### config.mk
export PLATFORM = sky130hd
export DESIGN_NAME = vga_timing_gen
export DESIGN_NICKNAME = d
export VERILOG_FILES = /design/src/rtl/vga_timing_gen.sv
export SDC_FILE = /design/constraint.sdc
export NUM_CORES = 1
export LEC_CHECK = 0
export ABC_CLOCK_PERIOD_IN_PS = 3120
export CORE_MARGIN = 5
export CORE_UTILIZATION = 35
export DETAILED_ROUTE_END_ITERATION = 10
export PLACE_DENSITY_LB_ADDON = 0.08
export SYNTH_ARGS = -nofsm -noshare
export SYNTH_HDL_FRONTEND = slang
export SYNTH_SLANG_ARGS = --single-unit
### constraint.sdc
create_clock -name pclk -period 3.12 [get_ports pclk]
set_input_delay 0.936 -clock pclk [delete_from_list [all_inputs] [get_ports pclk]]
set_output_delay 0.936 -clock pclk [all_outputs]
set_load 0.05 [all_outputs]
### src/rtl/vga_timing_gen.sv
// Free-running VGA raster counter with registered sync/blank decode.
// Flags are decoded from the next-state counts so they land on the same edge as the counts.
module vga_timing_gen #(
  parameter int H_VISIBLE = 800,
  parameter int H_FP      = 40,
  parameter int H_SYNC    = 128,
  parameter int H_BP      = 88,
  parameter int V_VISIBLE = 600,
  parameter int V_FP      = 1,
  parameter int V_SYNC    = 4,
  parameter int V_BP      = 23,
  parameter bit SYNC_POL  = 1'b1
) (
  input  logic        pclk,
  input  logic        rst_n,
  input  logic        en,
  output logic [10:0] hcount_out,
  output logic        hsync_out,
  output logic        hblnk_out,
  output logic [10:0] vcount_out,
  output logic        vsync_out,
  output logic        vblnk_out,
  output logic        frame_start
);

  localparam int H_TOTAL = H_VISIBLE + H_FP + H_SYNC + H_BP;
  localparam int V_TOTAL = V_VISIBLE + V_FP + V_SYNC + V_BP;

  generate
    if (H_TOTAL > 2048 || V_TOTAL > 2048) begin : g_size_chk
      $error("vga_timing_gen: H_TOTAL/V_TOTAL exceed 11-bit counters");
    end
  endgenerate

  // 12-bit thresholds so a sync end of exactly 2048 does not alias to 0
  localparam logic [11:0] H_LAST = 12'(H_TOTAL - 1);
  localparam logic [11:0] H_BLNK = 12'(H_VISIBLE);
  localparam logic [11:0] H_SS   = 12'(H_VISIBLE + H_FP);
  localparam logic [11:0] H_SE   = 12'(H_VISIBLE + H_FP + H_SYNC);
  localparam logic [11:0] V_LAST = 12'(V_TOTAL - 1);
  localparam logic [11:0] V_BLNK = 12'(V_VISIBLE);
  localparam logic [11:0] V_SS   = 12'(V_VISIBLE + V_FP);
  localparam logic [11:0] V_SE   = 12'(V_VISIBLE + V_FP + V_SYNC);

  logic [10:0] hcnt_q, hcnt_d, vcnt_q, vcnt_d;
  logic        hsync_q, hsync_d, hblnk_q, hblnk_d;
  logic        vsync_q, vsync_d, vblnk_q, vblnk_d;
  logic        fs_q, fs_d;
  logic        h_wrap, v_wrap;

  assign h_wrap = ({1'b0, hcnt_q} == H_LAST);
  assign v_wrap = ({1'b0, vcnt_q} == V_LAST);

  always_comb begin
    hcnt_d  = hcnt_q;
    vcnt_d  = vcnt_q;
    hsync_d = hsync_q;
    hblnk_d = hblnk_q;
    vsync_d = vsync_q;
    vblnk_d = vblnk_q;
    fs_d    = 1'b0;
    if (en) begin
      hcnt_d = h_wrap ? 11'd0 : hcnt_q + 11'd1;
      if (h_wrap) vcnt_d = v_wrap ? 11'd0 : vcnt_q + 11'd1;
      hblnk_d = ({1'b0, hcnt_d} >= H_BLNK);
      hsync_d = (({1'b0, hcnt_d} >= H_SS) && ({1'b0, hcnt_d} < H_SE)) ~^ SYNC_POL;
      vblnk_d = ({1'b0, vcnt_d} >= V_BLNK);
      vsync_d = (({1'b0, vcnt_d} >= V_SS) && ({1'b0, vcnt_d} < V_SE)) ~^ SYNC_POL;
      fs_d    = h_wrap && v_wrap;
    end
  end

  always_ff @(posedge pclk or negedge rst_n) begin
    if (!rst_n) begin
      hcnt_q  <= '0;
      vcnt_q  <= '0;
      hsync_q <= ~SYNC_POL;
      hblnk_q <= 1'b0;
      vsync_q <= ~SYNC_POL;
      vblnk_q <= 1'b0;
      fs_q    <= 1'b0;
    end else begin
      hcnt_q  <= hcnt_d;
      vcnt_q  <= vcnt_d;
      hsync_q <= hsync_d;
      hblnk_q <= hblnk_d;
      vsync_q <= vsync_d;
      vblnk_q <= vblnk_d;
      fs_q    <= fs_d;
    end
  end

  assign hcount_out  = hcnt_q;
  assign vcount_out  = vcnt_q;
  assign hsync_out   = hsync_q;
  assign hblnk_out   = hblnk_q;
  assign vsync_out   = vsync_q;
  assign vblnk_out   = vblnk_q;
  assign frame_start = fs_q;

endmodule

== Yosys cells after proc, flatten, opt, wreduce, memory -nomap -nowiden ==
Index checks and enable logic that the tools add are counted.
Storage, ports and cells
  register bits: 27
  output and inout bits: 27
Operators by class
  muxes and demuxes: 5
  order comparisons: 6
  eq/ne operators: 2
  reductions and logical operators: 3
  $add $sub $neg: 2
Operators by type and width (number)
  >= comparator 11 x 10 -> 1 bit (second input constant): 4
  two-way mux 11 bit: 4
  adder 11 x 1 -> 11 bit (second input constant): 2
  < comparator 11 x 10 -> 1 bit (second input constant): 2
  equality test 11 x 10 -> 1 bit (second input constant): 1
  equality test 11 bit (second input constant): 1
  logical AND 1 bit: 3
  two-way mux 1 bit: 1

== Logic depth before layout (Yosys ltp) ==
  depth after elaboration: 6
  depth in mapped cells: 10

== Worst setup path after synthesis ==
No wires, ideal clock.
  path type: flip-flop to flip-flop
  from: register hcnt_q[0], in the netlist hcount_out[0]
  to: register vsync_q, in the netlist vsync_out
  cell stages (with the launch flop): 10
  buffers on the path: 2
  path slack: 0.414 ns
  arrival: 2.610 ns
  required time: 3.024 ns
  setup time: 0.096 ns
  period minus slack after synthesis: 2.706 ns
  cells stage by stage: dfrtp_1 -> ha_1 -> and4_4 -> buf_6 -> and3_1 -> buf_4 -> nand2_2 -> o31a_1 -> or4_4 -> o32ai_2
On the way
  word-level cells in the longest chain between the ends: 5
Ends and longest elaborated chain
  from (decl): line 45  | logic [10:0] hcnt_q, hcnt_d, vcnt_q, vcnt_d;
  from (signal assigned): line 83  | hcnt_q <= hcnt_d;
  equality test 11 bit *: line 51  | assign h_wrap = ({1'b0, hcnt_q} == H_LAST);
  two-way mux 11 bit *: line 64  | if (h_wrap) vcnt_d = v_wrap ? 11'd0 : vcnt_q + 11'd1;
  two-way mux 11 bit *: line 62  | if (en) begin
  >= comparator 11 x 10 -> 1 bit or < comparator 11 x 10 -> 1 bit (tied branches): line 68  | vsync_d = (({1'b0, vcnt_d} >= V_SS) && ({1'b0, vcnt_d} < V_SE)) ~^ SYNC_POL;
  logical AND 1 bit *: line 68
  to (signal assigned): line 79  | vsync_q <= ~SYNC_POL;
  to (signal assigned): line 87  | vsync_q <= vsync_d;
  to (decl): line 47  | logic vsync_q, vsync_d, vblnk_q, vblnk_d;
Mark *: on every way between the ends. The rest lies on a longest branch, timed or not. The select of a mux whose other input is x is not followed.
A chain may end at the register's enable or synchronous reset.

== Final worst setup path ==
Ends and elaborated chain as after synthesis.

==> metrics.md <==
| Metric | Value |
|---|---|
| Area Growth Syn to Fin | 19.9% |
| Largest net degree at the start of global routing | 28 |
| Yosys warnings | 0 |
| Max-Cap Viols | 0 |
| EDFF count, synth | 0 |
| Vias | 1785 |
| Post-CTS Setup Bufs | 0 |
| Final std cells w/o fill | 320 |
| Die Wd | 83.7 µm |
| Crit path kind | flop to flop |
| CTS clk-pin slew, worst paths | 0.10 ns |
| Vias per Instance | 5.58 |
| NetSw | 0.611 mW |
| Commonest non-fill, non-tap cell in the layout | clkdlybuf4s50_1 |
| First-pass GRT wire length | 8670 µm |
| Prevailing post-synth register cell | dfrtp_1 |
| WHS | 0.538 ns |
| Synth cell types | 51 |
| # diodes | 0 |
| Worst rel slew slack | 61.3% |
| Synth Cell Area | 0.00190 mm² |
| Fmax | 0.362 GHz |
| # IOs | 30 |
| DIE AREA | 0.00701 mm² |
| Mean Syn Cell Area | 8.27 µm² |
| Flop and latch count out of synthesis | 27 |
| Overall global routing resource usage | 14.8% |
| HP Class | flop to flop |
| H-Tree Depth | 1 |
| Max Buffers Root-to-Sink | 2 |
| Wire per inst | 15.8 µm |
| TNS Setup | 0 ns |
| Final hold violation count | 0 |
| Mapped Nets | 235 |
| Tcrit/Tclk final | 88.6% |
| Status | completed |
| WL final | 5050 µm |
| DRC errors left | 0 |
| Top cell type's share of synthesized area | 35.5% |
| Leakage | 0.859 nW |
| # rows | 26 |
| P per Cell Area | 585 mW/mm² |
| Fraction of layout cells with a size suffix above 1 | 8.80% |
| Starting density of the core | 36.6% |
| PortBufs | 29 |
| Largest cells by area after synthesis | dfrtp_1 36%, nand2_1 4.7%, o21ai_0 4.5% |
| Initial DRC Count | 88 |
| Setup violations, final | 0 |
| Total core area | 0.00520 mm² |
| Logic gate share of total power | 45.2% |
| Grt total ovfl | 0 |
| Die H | 83.7 µm |
| Worst endpoint required time | 3.31 ns |
| Critical path's slowest cell | and3_1 |
| Crit path buffers/inverters | 0 |
| Post-CTS Hold Fix Bufs | 0 |
| CTS sink count | 27 |
| Peak VDD IR | 0.000319 V |
| CTS Buf Count | 3 |
| Placer Congestion | 0.833 |
| Hpwl dp | 3700 µm |
| Antenna violations before repair | 0 |
| Clock power frac | 15.4% |
| Seq/Total Area, Yosys | 35.5% |
| Max incr delay on CP | 0.54 ns |
| Part of the power in registers | 39.4% |
| Crit-path max FO | 16 |
| Ys async rst share | 100% |
| Cells after Synth | 230 |
| Commonest cells after routing, fill and taps aside | 29 x clkdlybuf4s50_1, 27 x dfrtp_1, 24 x nand2_1 |
| Pint | 0.724 mW |
| Switching share of power | 45.8% |
| Critical path launch point type | flop |
| Number of global-route vias before repair | 1715 |
| Worst EP arrival | 2.95 ns |
| Nets@finish | 256 |
| Slew Viols, Final | 0 |
| Dominant cell type by area after synthesis | dfrtp_1 |
| Post-layout minimum cycle time | 2.76 ns |
| Root Driver | clkbuf_8 |
| CTS tree | done |
| Delay-heaviest family, CP | simple AND/OR/NAND/NOR gates |
| Drt first pass iters | 4 |
| Routed Antenna Nets | 0 |
| RSZ-0062 raised after global routing | false |
| Crit-path cells | ha_1 > and4_4 > and3_1 > nand2_2 > o31a_1 > or4_4 > o32ai_2 |
| Worst Setup End Kind | flop |
| # fillers | 549 |
| Worst skew pair latency | 0.27 ns |
| Worst-Margin Slew | 0.581 ns |
| Worst Skew | 0.00289 ns |
| DP Cell Count | 316 |
| Post-CTS sizing | 0 |
[power groups by stage]
stage          logic (mW)  registers (mW)  clock network, mW
6_report            0.604           0.526              0.206
5_1_grt             0.648           0.544              0.226
4_1_cts             0.608           0.526              0.214
3_5_place_dp        0.606           0.535                  0
3_3_place_gp        0.608           0.533                  0
2_1_floorplan       0.292           0.680                  0
[logic make-up (layout without fill, tap and decap cells)]
family | Yosys count | in the layout | synth area share, %
buffers and inverters | 28 | 48 | 7.03
flip-flops | 27 | 27 | 35.5
adder cells (fa/ha/maj) | 2 | 2 | 1.31
multiplexers | 4 | 4 | 2.24
AO/OA/AOI/OAI | 64 | 64 | 22.2
XOR/XNOR | 7 | 7 | 3.22
AND/OR/NAND/NOR | 98 | 98 | 28.5
[state kept, by name (all words and copies together), names as in the netlist]
register     cells
vcount_out      11
vblnk_out        1
hcount_out      11
vsync_out        1
frame_start      1
hblnk_out        1
hsync_out        1
[worst reg2reg max path: cells and delay by family (launching register included)]
kind,cells,cell delay (ns)
AOI/OAI and AO/OA,2,0.50
DFF,1,0.49
adders and majority gates,1,0.28
and+or+nand+nor,4,1.42
[path summary, 6_finish.rpt]
kind | startpoint | to | slack [ns] | depth (start not counted)
worst min register to register | hsync_out | hsync_out | 0.54 | 2
worst max-delay path | hcount_out[0] | vsync_out | 0.36 | 7
worst min-delay path | hsync_out | hsync_out | 0.54 | 2
worst max register to register | hcount_out[0] | vsync_out | 0.36 | 7
max in group asynchronous | rst_n | hcount_out[0] | 1.82 | 2
min in group asynchronous | rst_n | hsync_out | 1.04 | 2
[per-stage QoR]
step	cell area (µm²)	power (mW)	setup WS [ns]	util (%)
finish	2280	1.34	0.357	43.8
global route	2280	1.42	0.157	43.8
CTS	2280	1.35	0.371	43.8
detailed placement	2240	1.14	0.384	43.0
global placement	2240	1.14	0.451	43.0
floorplan	1900	0.972	0.414	-
[per-layer routing]
| metal | up-vias | track usage (%) | routed length (µm) |
|---|---|---|---|
| li1 | 894 | - | - |
| met1 | 855 | 20.7 | 2470 |
| met2 | 32 | 23.5 | 2350 |
| met3 | 4 | 2.37 | 179 |
| met4 | 0 | 4.09 | 41 |
| met5 | - | 0 | 0 |
[cells in the mapped netlist (2+ instances only)]
master / instances
clkbuf_1: 15
nor3_1: 6
and3_1: 5
a21oi_1: 13
nor4bb_1: 2
nand4_1: 8
dfrtp_1: 27
a31oi_1: 6
a32oi_1: 2
nor2_1: 19
buf_2: 2
nand3_1: 12
a211oi_1: 2
o21ai_0: 17
mux2i_1: 2
xor2_1: 2
nor3b_1: 2
and2_1: 2
o22ai_1: 3
inv_1: 6
nand2_1: 24
mux2_2: 2
a21o_1: 4
o31ai_1: 7
or4_1: 2
ha_1: 2
and4_1: 3
xnor2_1: 5
buf_6: 3
or3_1: 2
nor2b_1: 3
[final cells by class]
type	count	area (µm²)	share of cell area, %
clock buffer	4	45.0	1.97
inverter	6	22.5	0.987
multi-input combinational	175	1090	47.9
sequential	27	676	29.6
tap	70	87.6	3.84
timing repair buffer	38	358	15.7
Power figures use the tool's default switching activity.
